### config.mk
export PLATFORM = sky130hd
export DESIGN_NAME = cdm_seq_mul
export DESIGN_NICKNAME = d
export VERILOG_FILES = /design/src/rtl/cdm_pkg.sv /design/src/rtl/cdm_sub_mul.sv /design/src/rtl/cdm_seq_mul.sv
export SDC_FILE = /design/constraint.sdc
export NUM_CORES = 1
export LEC_CHECK = 0
export ABC_AREA = 1
export CORE_MARGIN = 2
export CORE_UTILIZATION = 40
export DETAILED_ROUTE_END_ITERATION = 8
export SYNTH_ARGS = -nofsm -noshare
export SYNTH_HDL_FRONTEND = slang
export SYNTH_SLANG_ARGS = --single-unit
### constraint.sdc
create_clock -name clk -period 7.3 [get_ports clk]
set_input_delay 1.46 -clock clk [delete_from_list [all_inputs] [get_ports clk]]
set_output_delay 1.46 -clock clk [all_outputs]
set_load 0.05 [all_outputs]
### src/rtl/cdm_pkg.sv
// Shared definitions for the CDM sequential approximate multiplier family.
//
// Contents:
//   cdm_state_e : transaction FSM states (IDLE, four sub-product states, OUT)
//   width_of()  : full operand width for a given half width (WIDTH = 2*HW)
//   rw_of()     : result width for a given half width (RW = 4*HW)
//   kw_of()     : width needed to carry a disregard column count 0..2*HW
//   ERR_CNT_W   : width of the saturating approximation-error counter
package cdm_pkg;

    typedef enum logic [2:0] {
        IDLE = 3'd0,
        S_LL = 3'd1,
        S_HL = 3'd2,
        S_LH = 3'd3,
        S_HH = 3'd4,
        OUT  = 3'd5
    } cdm_state_e;

    localparam int ERR_CNT_W = 16;

    function automatic int width_of(input int hw);
        return 2 * hw;
    endfunction

    function automatic int rw_of(input int hw);
        return 4 * hw;
    endfunction

    function automatic int kw_of(input int hw);
        return $clog2(2 * hw + 1);
    endfunction

endpackage

### src/rtl/cdm_sub_mul.sv
// Combinational HW x HW carry-disregard sub-multiplier.
//
// The low k columns of the partial-product array are reduced to their parity
// and never produce a carry; columns k and above are summed exactly, with
// carries rippling only among themselves. k = 0 gives an exact product.
// The column count is a port rather than a parameter so a single instance can
// be time-shared between sub-products that use different counts.
//
// Ports:
//   x, y : HW-bit operands
//   k    : number of low columns whose carries are disregarded (0..2*HW)
//   p    : 2*HW-bit approximate product
module cdm_sub_mul
    import cdm_pkg::*;
#(
    parameter int HW = 8
) (
    input  logic [HW-1:0]          x,
    input  logic [HW-1:0]          y,
    input  logic [kw_of(HW)-1:0]   k,
    output logic [2*HW-1:0]        p
);

    localparam int PW = 2 * HW;

    logic [PW-1:0] mask_lo_s;
    logic [PW-1:0] row_s;
    logic [PW-1:0] hi_sum_s;
    logic [PW-1:0] par_s;

    // Split every partial-product row into an exact upper sum and a parity-only lower part
    always_comb begin
        mask_lo_s = '0;
        row_s     = '0;
        hi_sum_s  = '0;
        par_s     = '0;
        for (int c = 0; c < PW; c++) begin
            mask_lo_s[c] = (c < int'(k));
        end
        for (int i = 0; i < HW; i++) begin
            if (y[i]) begin
                row_s = PW'(x) << i;
            end else begin
                row_s = '0;
            end
            // Masked-off low bits are zero, so carries can only land at column k or above
            hi_sum_s = hi_sum_s + (row_s & ~mask_lo_s);
            par_s    = par_s ^ (row_s & mask_lo_s);
        end
    end

    // Upper and lower parts occupy disjoint columns
    assign p = hi_sum_s | par_s;

endmodule

### src/rtl/cdm_seq_mul.sv
// Sequential carry-disregard approximate multiplier (CDM family).
//
// Operands of WIDTH = 2*HW bits are split into halves; the four quadrant
// sub-products LL, HL, LH, HH are formed on one shared cdm_sub_mul over four
// cycles and merged into HW-bit result lanes. In approximate mode inter-lane
// carries are dropped and each sub-product disregards carries in its low
// columns; in exact mode r == a*b. approx_en is captured with the operands.
//
// Ports:
//   clk, rst_n          : clock (rising edge), asynchronous active-low reset
//   in_valid, in_ready  : operand handshake (a, b, approx_en)
//   out_valid, out_ready: result handshake (r)
//   r                   : 4*HW-bit product, held stable until the next result
//   err_cnt, err_flag   : only with CDM_ERR_STAT_EN defined; err_flag marks a
//                         result differing from the exact product, err_cnt
//                         counts such results (saturating) at OUT handshakes
//
// Optional feature macro: CDM_ERR_STAT_EN
module cdm_seq_mul
    import cdm_pkg::*;
#(
    parameter int HW      = 8,
    parameter int K_LL    = 8,
    parameter int K_CROSS = 4,
    parameter int K_HH    = 0
) (
    input  logic                 clk,
    input  logic                 rst_n,
    input  logic                 in_valid,
    output logic                 in_ready,
    input  logic [2*HW-1:0]      a,
    input  logic [2*HW-1:0]      b,
    input  logic                 approx_en,
    output logic                 out_valid,
    input  logic                 out_ready,
    output logic [4*HW-1:0]      r
`ifdef CDM_ERR_STAT_EN
    ,
    output logic [ERR_CNT_W-1:0] err_cnt,
    output logic                 err_flag
`endif
);

    localparam int WIDTH = width_of(HW);
    localparam int RW    = rw_of(HW);
    localparam int KW    = kw_of(HW);
    localparam int PW    = 2 * HW;

    localparam logic [KW-1:0] K_LL_V    = KW'(K_LL);
    localparam logic [KW-1:0] K_CROSS_V = KW'(K_CROSS);
    localparam logic [KW-1:0] K_HH_V    = KW'(K_HH);

    cdm_state_e       state_r;
    logic [WIDTH-1:0] a_r;
    logic [WIDTH-1:0] b_r;
    logic             approx_r;
    logic [PW-1:0]    p_ll_r;
    logic [PW-1:0]    p_hl_r;
    logic [PW-1:0]    p_lh_r;

    logic [HW-1:0]    sub_x_s;
    logic [HW-1:0]    sub_y_s;
    logic [KW-1:0]    sub_k_s;
    logic [PW-1:0]    sub_p_s;

    logic [HW-1:0]    lane1_s;
    logic [HW-1:0]    lane2_s;
    logic [RW-1:0]    approx_asm_s;
    logic [RW-1:0]    exact_asm_s;
    logic [RW-1:0]    asm_s;

    // Route the quadrant operands and disregard count for the current state to the shared sub-multiplier
    always_comb begin
        sub_x_s = '0;
        sub_y_s = '0;
        sub_k_s = '0;
        case (state_r)
            S_LL: begin
                sub_x_s = a_r[HW-1:0];
                sub_y_s = b_r[HW-1:0];
                sub_k_s = approx_r ? K_LL_V : KW'(0);
            end
            S_HL: begin
                sub_x_s = a_r[WIDTH-1:HW];
                sub_y_s = b_r[HW-1:0];
                sub_k_s = approx_r ? K_CROSS_V : KW'(0);
            end
            S_LH: begin
                sub_x_s = a_r[HW-1:0];
                sub_y_s = b_r[WIDTH-1:HW];
                sub_k_s = approx_r ? K_CROSS_V : KW'(0);
            end
            S_HH: begin
                sub_x_s = a_r[WIDTH-1:HW];
                sub_y_s = b_r[WIDTH-1:HW];
                sub_k_s = approx_r ? K_HH_V : KW'(0);
            end
            default: begin
                sub_x_s = '0;
                sub_y_s = '0;
                sub_k_s = '0;
            end
        endcase
    end

    cdm_sub_mul #(
        .HW (HW)
    ) u_sub_mul (
        .x (sub_x_s),
        .y (sub_y_s),
        .k (sub_k_s),
        .p (sub_p_s)
    );

    // Merge sub-products into lanes; HH comes straight from the sub-multiplier since assembly happens in S_HH
    always_comb begin
        // HW-bit sums wrap naturally, which is exactly the dropped inter-lane carry
        lane1_s      = p_ll_r[PW-1:HW] + p_hl_r[HW-1:0] + p_lh_r[HW-1:0];
        lane2_s      = p_hl_r[PW-1:HW] + p_lh_r[PW-1:HW] + sub_p_s[HW-1:0];
        approx_asm_s = {sub_p_s[PW-1:HW], lane2_s, lane1_s, p_ll_r[HW-1:0]};
        exact_asm_s  = RW'(p_ll_r)
                     + (RW'(p_hl_r) << HW)
                     + (RW'(p_lh_r) << HW)
                     + (RW'(sub_p_s) << PW);
        if (approx_r) begin
            asm_s = approx_asm_s;
        end else begin
            asm_s = exact_asm_s;
        end
    end

    // Transaction FSM with registered handshake outputs and result
    always_ff @(posedge clk or negedge rst_n) begin
        if (!rst_n) begin
            state_r   <= IDLE;
            a_r       <= '0;
            b_r       <= '0;
            approx_r  <= 1'b0;
            p_ll_r    <= '0;
            p_hl_r    <= '0;
            p_lh_r    <= '0;
            in_ready  <= 1'b1;
            out_valid <= 1'b0;
            r         <= '0;
        end else begin
            case (state_r)
                IDLE: begin
                    if (in_valid && in_ready) begin
                        a_r      <= a;
                        b_r      <= b;
                        approx_r <= approx_en;
                        in_ready <= 1'b0;
                        state_r  <= S_LL;
                    end
                end
                S_LL: begin
                    p_ll_r  <= sub_p_s;
                    state_r <= S_HL;
                end
                S_HL: begin
                    p_hl_r  <= sub_p_s;
                    state_r <= S_LH;
                end
                S_LH: begin
                    p_lh_r  <= sub_p_s;
                    state_r <= S_HH;
                end
                S_HH: begin
                    r         <= asm_s;
                    out_valid <= 1'b1;
                    state_r   <= OUT;
                end
                OUT: begin
                    if (out_ready) begin
                        out_valid <= 1'b0;
                        in_ready  <= 1'b1;
                        state_r   <= IDLE;
                    end
                end
                default: begin
                    out_valid <= 1'b0;
                    in_ready  <= 1'b1;
                    state_r   <= IDLE;
                end
            endcase
        end
    end

`ifdef CDM_ERR_STAT_EN
    logic [RW-1:0] exact_s;

    // Reference product computed from the latched operands
    always_comb begin
        exact_s = RW'(a_r) * RW'(b_r);
    end

    // Flag results that differ from the exact product and count them at the output handshake
    always_ff @(posedge clk or negedge rst_n) begin
        if (!rst_n) begin
            err_flag <= 1'b0;
            err_cnt  <= '0;
        end else begin
            if (state_r == S_HH) begin
                err_flag <= (asm_s != exact_s);
            end
            if ((state_r == OUT) && out_ready && err_flag && (err_cnt != '1)) begin
                err_cnt <= err_cnt + ERR_CNT_W'(1);
            end
        end
    end
`endif

endmodule

==> metrics, run 1 <==
status=complete, no violations; largest net degree at the start of global routing=66; num ports=71; net total in the final layout=1321; cell type with the highest occurrence count on the critical path=fa_1; Max-cap violations=0; required time of the critical path=7.61 ns; clock tree from TritonCTS=built; final hold violations=0; power density relative to cell area=478 nW/µm²; # rows=53; sequential element share of the synthesized area=0.344; depth of the CTS H-tree=4; first-pass GRT wire length=35.9 mm; fin crit period=6.56 ns; fin worst setup slack=0.738 ns; total routing resource utilization after global routing=0.204; later-pin clock latency in the skew report=0.42 ns; synthesis warning total=0; total of buffers placed on input and output ports=70; count of final setup violators=0; worst vdd ir=0.000224 V; via count of the first global-routing pass=7163; period utilisation layout=0.899; DP Wirelength=16.0 mm; utilization of the core after routing=0.483; worst-path cell with the longest stage delay=dfrtp_1; Die H=150 µm; clock transition time at the flip-flop clock pins of the worst setup and hold paths=0.06 ns; Clock Tree Root=clkbuf_16; floorplan core area=21000 µm²; Worst Clk Skew=0.0126 ns; Placement Setup Slack=0.727 ns; maximum fanout along the worst path=11; maximum achievable frequency=152 MHz; number of search-and-repair iterations in the first detailed-routing pass=4; number of fill cells=2100; mean post-synth cell area=7.71 µm²; vias after detailed routing=7143; fraction of final layout cells sized beyond drive strength 1=0.0712; Die Outline Area=22600 µm²; Area growth syn-to-layout=18.4%; critical path's largest stage delay=0.53 ns; Min Hold Slack=0.471 ns; Slew Viols, Final=0; DR WL/cell=14.6 µm; flop and latch count out of synthesis=118; die width=150 µm; commonest non-fill, non-tap cell in the layout=nand2_1; Yosys cell types=38; TritonCTS Buffers=17; crit path capture type=flop; arrival time at the worst endpoint=6.87 ns; length in cells of the worst reg-to-reg path=25; Resized Gates After CTS=0; initial antenna violation count=0; number of antenna-violating nets in the routed design=0; mean number of vias per cell=4.86; worst hold path type=flop to flop; sink count of the clock tree=118; effective utilization at floorplan=0.408; aggregate negative setup slack=0 ns; worst slew margin relative to its limit=0.410; launching element type of the critical path=flop; leakage power total=0.00553 µW; # Post-CTS Setup Buffers=0; Gate Count Post-Synth=1112; DRC Markers=0; gp weighted congestion=0.860; Mapped Area=8580 µm²; Worst Hold Depth=2; CTS Hold Bufs=0; final WL=21.4 mm; global-route congestion overflow total=0; actual slew at the worst max-slew pin=0.884 ns; setup repair after global routing missed its margin=no; critical setup path kind=flop to flop; Longest Clk Path Bufs=2; Net Count, Synth=1252; highest-count cells in the layout ignoring fill and taps=437 x nand2_1, 117 x dfrtp_1, 114 x inv_1; antenna diode count=0; initial detailed-routing violation count=332
critical path: cells and delay by family (launching register included):
| kind | cells | cell delay [ns] |
|---|---|---|
| simple gates | 13 | 1.94 |
| compound gates | 1 | 0.14 |
| fa+ha+maj | 8 | 3.33 |
| flops | 1 | 0.53 |
| xor+xnor | 1 | 0.23 |
| buf+inv | 2 | 0.25 |
final cells by class:
type                            count  area (µm²)  share of cell area
Sequential cell                   118        2950               0.291
Timing Repair Buffer               77         751              0.0739
Multi-Input combinational cell    848        5060               0.498
Clock inverter                     12         151              0.0149
Tap cell                          275         344              0.0339
Inverter                          119         448              0.0441
Clock buffer                       20         447              0.0440
stage by stage:
| stage | cells | total power (µW) | instance area, µm² |
|---|---|---|---|
| 2_1_floorplan | 1112 | 3140 | 8580 |
| 3_3_place_gp | 1437 | 3970 | 9560 |
| 3_5_place_dp | 1437 | 4020 | 9560 |
| 4_1_cts | 1469 | 4900 | 10200 |
| 5_1_grt | 1469 | 5310 | 10200 |
| 6_report | 1469 | 4860 | 10200 |
path summary, 6_finish.rpt:
kind                            slack [ns]      end       start
max in group asynchronous             4.88   b_r[2]       rst_n
worst max register to register        0.74    r[31]  state_r[2]
min in group asynchronous             1.10     r[5]       rst_n
worst min-delay path                  0.47  a_r[14]     a_r[14]
worst min register to register        0.47  a_r[14]     a_r[14]
worst max-delay path                  0.74    r[31]  state_r[2]
synth_stat cells:
master	instances	area share
nand2_1	437	0.19
dfrtp_1	117	0.34
inv_1	114	0.050
nor2_1	68	0.030
o21ai_0	63	0.037
fa_1	56	0.13
nand3_1	52	0.030
ha_1	47	0.069
nand2_2	29	0.021
clkbuf_1	22	0.0096
a21oi_1	20	0.012
xor2_1	19	0.019
xnor2_1	12	0.012
a31oi_1	8	0.0058
nand4_1	8	0.0058
a21o_1	3	0.0026
a31o_2	3	0.0031
inv_2	3	0.0013
nor3_1	3	0.0018
o21ai_1	3	0.0018
or2_2	3	0.0022
buf_1	2	0.00088
buf_6	2	0.0026
nand3_2	2	0.0023
nor4_1	2	0.0015
o21bai_1	2	0.0018
buf_2	1	0.00058
clkinv_1	1	0.00044
clkinv_2	1	0.00058
dfstp_2	1	0.0031
nand2_4	1	0.0013
nand2b_1	1	0.00073
nand3_4	1	0.0020
nand3b_1	1	0.00088
nor2_4	1	0.0013
nor3_2	1	0.0012
o211ai_1	1	0.00088
o21a_1	1	0.00088
power by group:
group          switching [µW]  internal [µW]  total (µW)
registers                 170            904        1070
clock network             318            544         863
logic                    1980            944        2920
logic make-up (layout without fill, tap and decap cells):
| logic type | after synthesis | count (layout) | share of synthesized area |
|---|---|---|---|
| simple gates | 610 | 610 | 0.294 |
| fa+ha+maj | 103 | 103 | 0.199 |
| buf+inv | 146 | 228 | 0.0659 |
| xor+xnor | 31 | 31 | 0.0317 |
| flops | 118 | 118 | 0.344 |
| compound gates | 104 | 104 | 0.0652 |
sequential cells by signal, indices dropped and copies added, names as in the netlist:
register	count
r	32
a_r	16
b_r	16
p_hl_r	16
p_lh_r	16
p_ll_r	16
state_r	3
approx_r	1
in_ready	1
out_valid	1
layer usage:
metal	share of wire	wire length (µm)	up-vias	global-route usage
li1	-	-	3620	-
met1	0.46	9940	3349	0.269
met2	0.48	10300	152	0.346
met3	0.039	830	22	0.0312
met4	0.015	318	0	0.0604
met5	0	0	-	0
(Power assumes the default switching activity.)
==> inputs of run 2 (changes only) <==
==> constraint.sdc (replaced) <==
create_clock -name clk -period 5.4 [get_ports clk]
set_input_delay 1.08 -clock clk [delete_from_list [all_inputs] [get_ports clk]]
set_output_delay 1.08 -clock clk [all_outputs]
set_load 0.05 [all_outputs]
==> run 2 against run 1 <==
The flow now finishes with violations (negative setup slack). Sequential power increased by 37%. Sequential share of layout area is 3.7 points lower. Fmax grew 16%. Clock-buffer cell count increased by 2. Largest cell class unchanged. Setup slack got worse by 1.0 ns. Combinational power is 80% higher. Wire length grew 2.7%. Global-route usage hardly changed. Die area stayed put. Critical path type unchanged. Clock skew fell by 0.0030 ns.
==> metrics, run 2 (synthesis gave the netlist of run 1 again) <==
launch point of the worst reg-to-reg path=state_r[1]; number of antenna-violating nets in the routed design=0; final WL=21.9 mm; violations in the final reports=negative setup slack; later-pin clock latency in the skew report=0.42 ns; fin crit period=5.66 ns; crit path capture type=flop; number of fill cells=1933; commonest non-fill, non-tap cell in the layout=nand2_1; antenna diode count=0; worst hold path type=flop to flop; vias after detailed routing=7566; DR WL/cell=14.0 µm; count of final setup violators=9; TritonCTS Buffers=17; Die H=150 µm; Worst Hold Depth=2; DP Wirelength=16.6 mm; Placement Setup Slack=-0.396 ns; Die Outline Area=22600 µm²; Area growth syn-to-layout=35.8%; effective utilization at floorplan=0.408; highest-count cells in the layout ignoring fill and taps=401 x nand2_1, 114 x dfrtp_1, 111 x inv_1; maximum fanout along the worst path=7; number of cells in the design after placement=1521; worst vdd ir=0.000288 V; flip-flop count of the largest register, all copies and words added=32; final hold violations=0; global routing met1 resource utilization=0.267; fraction of final layout cells sized beyond drive strength 1=0.221; global-route congestion overflow total=0; register area=2960 µm²; clock transition time at the flip-flop clock pins of the worst setup and hold paths=0.06 ns; num ports=71; initial antenna violation count=0; Placed Instance Area=10400 µm²; number of search-and-repair iterations in the first detailed-routing pass=4; maximum achievable frequency=177 MHz; actual slew at the worst max-slew pin=1.04 ns; status=complete, but fails checks; Longest Clk Path Bufs=2; routing usage on met2=0.343; area of all placed cells without fillers=11600 µm²; CTS Hold Bufs=0; mean number of vias per cell=4.81; clock tree from TritonCTS=built; GR Layer Usage met3=0.0339; total routing resource utilization after global routing=0.203; multi-input logic area=5690 µm²; largest net degree at the start of global routing=82; hold path endpoint=a_r[5]; die width=150 µm; register with the highest flop count=r; required time of the critical path=5.70 ns; Max-cap violations=0; net total in the final layout=1428; gr busiest metal=met2; sink count of the clock tree=118; gp weighted congestion=0.881; critical setup path kind=flop to flop; leakage power total=0.00622 µW; initial detailed-routing violation count=317; worst slew margin relative to its limit=0.309; length in cells of the worst reg-to-reg path=27; Min Hold Slack=0.467 ns; aggregate negative setup slack=-1.81 ns; fin worst setup slack=-0.263 ns; total of buffers placed on input and output ports=70; arrival time at the worst endpoint=5.96 ns; via count of the first global-routing pass=7438; floorplan core area=21000 µm²; setup repair after global routing missed its margin=yes; # rows=53; Reg2Reg Capture Point=r[29]; Slew Viols, Final=0; depth of the CTS H-tree=4; hold_sp=a_r[5]; R2R Setup Slk=-0.26 ns; Worst Clk Skew=0.00955 ns; number of non-filler instances in the completed layout=1573; DRC Markers=0; period utilisation layout=1.05; first-pass GRT wire length=36.1 mm; launching element type of the critical path=flop; Clock Tree Root=clkbuf_16; power density relative to cell area=673 nW/µm²
run 2: changes by cell type in the layout (fill, tap and decap cells not counted), sizes merged:
cell,previous run,this run
clkinvlp,5,2
inv,118,117
nor2,69,70
buf,8,113
clkbuf,20,23
bufinv,3,2
run 2: power breakdown:
group	total (µW)	internal, µW	switching [µW]
registers	1470	1220	244
logic	5250	2170	3080
clock network	1120	720	403
run 2: how the worst max path moves through the flow:
| stage | endpoint | cells after the start | slack [ns] | startpoint |
|---|---|---|---|---|
| final | r[29] | 27 | -0.26 | state_r[1] |
| after global placement | r[31] | 24 | -0.27 | state_r[2] |
| after CTS | r[27] | 24 | -0.19 | state_r[1] |
| after global routing | r[29] | 25 | -0.50 | state_r[1] |
| after floorplan | r[31] | 25 | -0.04 | state_r[1] |
| after detailed placement | r[31] | 25 | -0.40 | state_r[2] |
run 2: final cells by class:
cell class / count / share of cell area
clock buffer: 22 / 0.0416
clock inverter: 7 / 0.00838
inverter: 119 / 0.0398
multi-input combinational: 849 / 0.488
sequential: 118 / 0.254
tap: 275 / 0.0295
timing repair buffer: 183 / 0.139
run 2: metrics by stage:
step / utilization / power, µW
after detailed placement: 0.496 / 6140
after global placement: 0.496 / 6060
final: 0.554 / 7840
after CTS: 0.537 / 7540
after floorplan: - / 4490
after global routing: 0.554 / 8480
run 2: worst max-delay path, cell delays in order, from the launching register on:
cell     delay (ns)
dfrtp_2        0.47
inv_4          0.10
nand3_4        0.07
buf_4          0.16
nand2_8        0.11
nand2_2        0.08
nand2_4        0.12
nand2_4        0.08
nor2_4         0.08
fa_1           0.44
fa_1           0.59
fa_1           0.46
ha_4           0.24
ha_4           0.16
fa_2           0.56
inv_2          0.03
nand2_2        0.07
fa_1           0.46
ha_4           0.26
a21o_1         0.20
a31oi_1        0.17
o21ai_1        0.10
a21oi_2        0.19
inv_1          0.09
nand2_1        0.07
nand2_1        0.04
nand3_1        0.07
nand2_1        0.07
run 2: metal layers:
metal  vias up  routed length [µm]
met2       119               10700
met5         -                   0
li1       3822                   -
met4         0                 422
met3        24                 570
met1      3601               10200
run 2: timing repair:
item	in CTS	in global routing
hold endpoints to repair	0	0
gates resized for setup	43	66
setup buffers	13	8
setup endpoints to repair	9	25
gates cloned	2	1
pin swaps	25	14
==> inputs of run 3 (changes only) <==
--- a/config.mk
+++ b/config.mk
@@ -7,8 +7,9 @@
 export LEC_CHECK = 0
 export ABC_AREA = 1
 export CORE_MARGIN = 2
-export CORE_UTILIZATION = 40
+export CORE_UTILIZATION = 45
 export DETAILED_ROUTE_END_ITERATION = 8
+export PLACE_DENSITY = 0.67
 export SYNTH_ARGS = -nofsm -noshare
 export SYNTH_HDL_FRONTEND = slang
 export SYNTH_SLANG_ARGS = --single-unit
==> run 3 against run 2 <==
The flow still finishes with violations (negative setup slack). Die area fell by 11%. Clock skew rose by 0.0041 ns. Via count rose by 0.15%. Design area fell by 2.0%. Total power fell by 2.7%. Hold slack improved by 0.0053 ns. Clock-buffer cell count fell by 1. Wire length fell by 2.1%. First-iteration DRC count rose by 32%. Non-clock buffer count fell by 8.
==> metrics, run 3 (synthesis gave the netlist of run 1 again) <==
net total in the final layout=1420; fraction of final layout cells sized beyond drive strength 1=0.207; Worst Clk Skew=0.0136 ns; initial antenna violation count=0; DRC Markers=0; critical-path cell list=inv_4 > nand3_4 > buf_6 > nor2_4 > clkbuf_16 > nor2_2 > fa_1 > fa_1 > fa_1 > ha_4 > ha_4 > fa_2 > inv_2 > nand2_2 > fa_1 > ha_4 > a21o_1 > a31o_2 > a31oi_1 > nand2_1 > or2_4 > nand3_2 > nand2_1; commonest non-fill, non-tap cell in the layout=nand2_1; R2R Setup Slk=-0.21 ns; launching element type of the critical path=flop; crit path capture type=flop; leakage power total=0.00607 µW; hold path endpoint=r[0]; register area=2960 µm²; clock transition time at the flip-flop clock pins of the worst setup and hold paths=0.06 ns; worst-path cell with the longest stage delay=fa_2; number of fill cells=1602; initial detailed-routing violation count=418; highest-count cells in the layout ignoring fill and taps=412 x nand2_1, 115 x dfrtp_1, 110 x inv_1; global-route congestion overflow total=0; cell type with the highest occurrence count on the critical path=fa_1; power density relative to cell area=668 nW/µm²; period utilisation layout=1.04; sink count of the clock tree=118; count of final setup violators=9; multi-input logic area=5570 µm²; Die H=142 µm; largest net degree at the start of global routing=63; maximum achievable frequency=178 MHz; gp weighted congestion=0.922; # rows=50; actual slew at the worst max-slew pin=0.903 ns; worst hold path type=flop to flop; Reg2Reg Capture Point=r[23]; Longest Clk Path Bufs=2; die width=142 µm; critical setup path kind=flop to flop; maximum fanout along the worst path=10; effective utilization at floorplan=0.459; worst vdd ir=0.000326 V; launch point of the worst reg-to-reg path=state_r[1]; Slew Viols, Final=0; final hold violations=0; total routing resource utilization after global routing=0.222; required time of the critical path=5.71 ns; num ports=71; CTS Hold Bufs=0; setup repair after global routing missed its margin=yes; number of non-filler instances in the completed layout=1527; number of cells in the design after placement=1479; Placed Instance Area=10400 µm²; Total Power=7630 µW; mean number of vias per cell=4.96; violations in the final reports=negative setup slack; number of search-and-repair iterations in the first detailed-routing pass=7; antenna diode count=0; Max-cap violations=0; later-pin clock latency in the skew report=0.42 ns; floorplan core area=18700 µm²; length in cells of the worst reg-to-reg path=23; depth of the CTS H-tree=4; fin worst setup slack=-0.211 ns; TritonCTS Buffers=17; first-pass GRT wire length=35.8 mm; register with the highest flop count=r; fin crit period=5.61 ns; hold_sp=p_ll_r[0]; flip-flop count of the largest register, all copies and words added=32; DP Wirelength=16.1 mm; final WL=21.5 mm; via count of the first global-routing pass=7463; total of buffers placed on input and output ports=70; area of all placed cells without fillers=11400 µm²; vias after detailed routing=7577; Die Outline Area=20200 µm²; Area growth syn-to-layout=33.1%; arrival time at the worst endpoint=5.92 ns; clock tree from TritonCTS=built; number of antenna-violating nets in the routed design=0; status=complete, but fails checks; Clock Tree Root=clkbuf_16; DR WL/cell=14.1 µm; Worst Hold Depth=2; critical path's largest stage delay=0.56 ns; worst slew margin relative to its limit=0.397
[run 3: changes by cell type in the layout (fill, tap and decap cells not counted), moves of 3 or more]
| cell | change |
|---|---|
| nor2_4 | -4 |
| nand2_1 | +11 |
| buf_4 | -8 |
| nand2_4 | -8 |
| nor2_1 | +3 |
[run 3: routing by layer]
layer,part of all wire,wire (µm),track usage
met5,0,0,0
met2,0.50,10700,0.386
met1,0.45,9580,0.284
met3,0.032,683,0.0326
met4,0.026,558,0.0795
[run 3: worst max path at each step]
stage                    start  cells past startpoint  endpoint  slack, ns
floorplan           state_r[1]                     25     r[31]      -0.04
global route        state_r[1]                     25     r[23]      -0.42
finish              state_r[1]                     23     r[23]      -0.21
CTS                 state_r[0]                     27     r[23]      -0.15
detailed placement  state_r[0]                     25     r[31]      -0.32
global placement    state_r[2]                     24     r[31]      -0.23
[run 3: stage by stage]
| step | TNS, ns | worst slack (ns) | utilization | hold WS (ns) |
|---|---|---|---|---|
| floorplan | -0.0674 | -0.0360 | - | 0.442 |
| global placement | -1.16 | -0.225 | 0.554 | 0.458 |
| detailed placement | -2.03 | -0.318 | 0.554 | 0.459 |
| CTS | -0.848 | -0.146 | 0.590 | 0.471 |
| global route | -3.64 | -0.416 | 0.610 | 0.499 |
| finish | -1.43 | -0.211 | 0.610 | 0.472 |
[run 3: repair_timing]
item | CTS | global route
pin swaps | 17 | 19
setup endpoints to repair | 9 | 21
gates cloned | 1 | 2
resized for setup | 21 | 53
buffers inserted | 4 | 9
hold endpoints to repair | 0 | 0
[run 3: worst max-delay path: cells and delay by family, from the launching register on]
kind | cells | cell delay (ns)
fa+ha+maj | 8 | 3.14
flops | 1 | 0.47
simple gates | 8 | 0.83
compound gates | 3 | 0.57
buf+inv | 4 | 0.48
[run 3: where the power goes]
group          switching, µW  internal (µW)
clock                    408            656
sequential               232           1220
combinational           3030           2080
total                   3670           3960
[run 3: layout make-up]
cell class / instances / area share
Sequential cell: 118 / 0.259
Timing Repair Buffer: 175 / 0.138
Clock inverter: 11 / 0.00888
Tap cell: 234 / 0.0256
Inverter: 119 / 0.0404
Clock buffer: 21 / 0.0403
Multi-Input combinational cell: 849 / 0.488
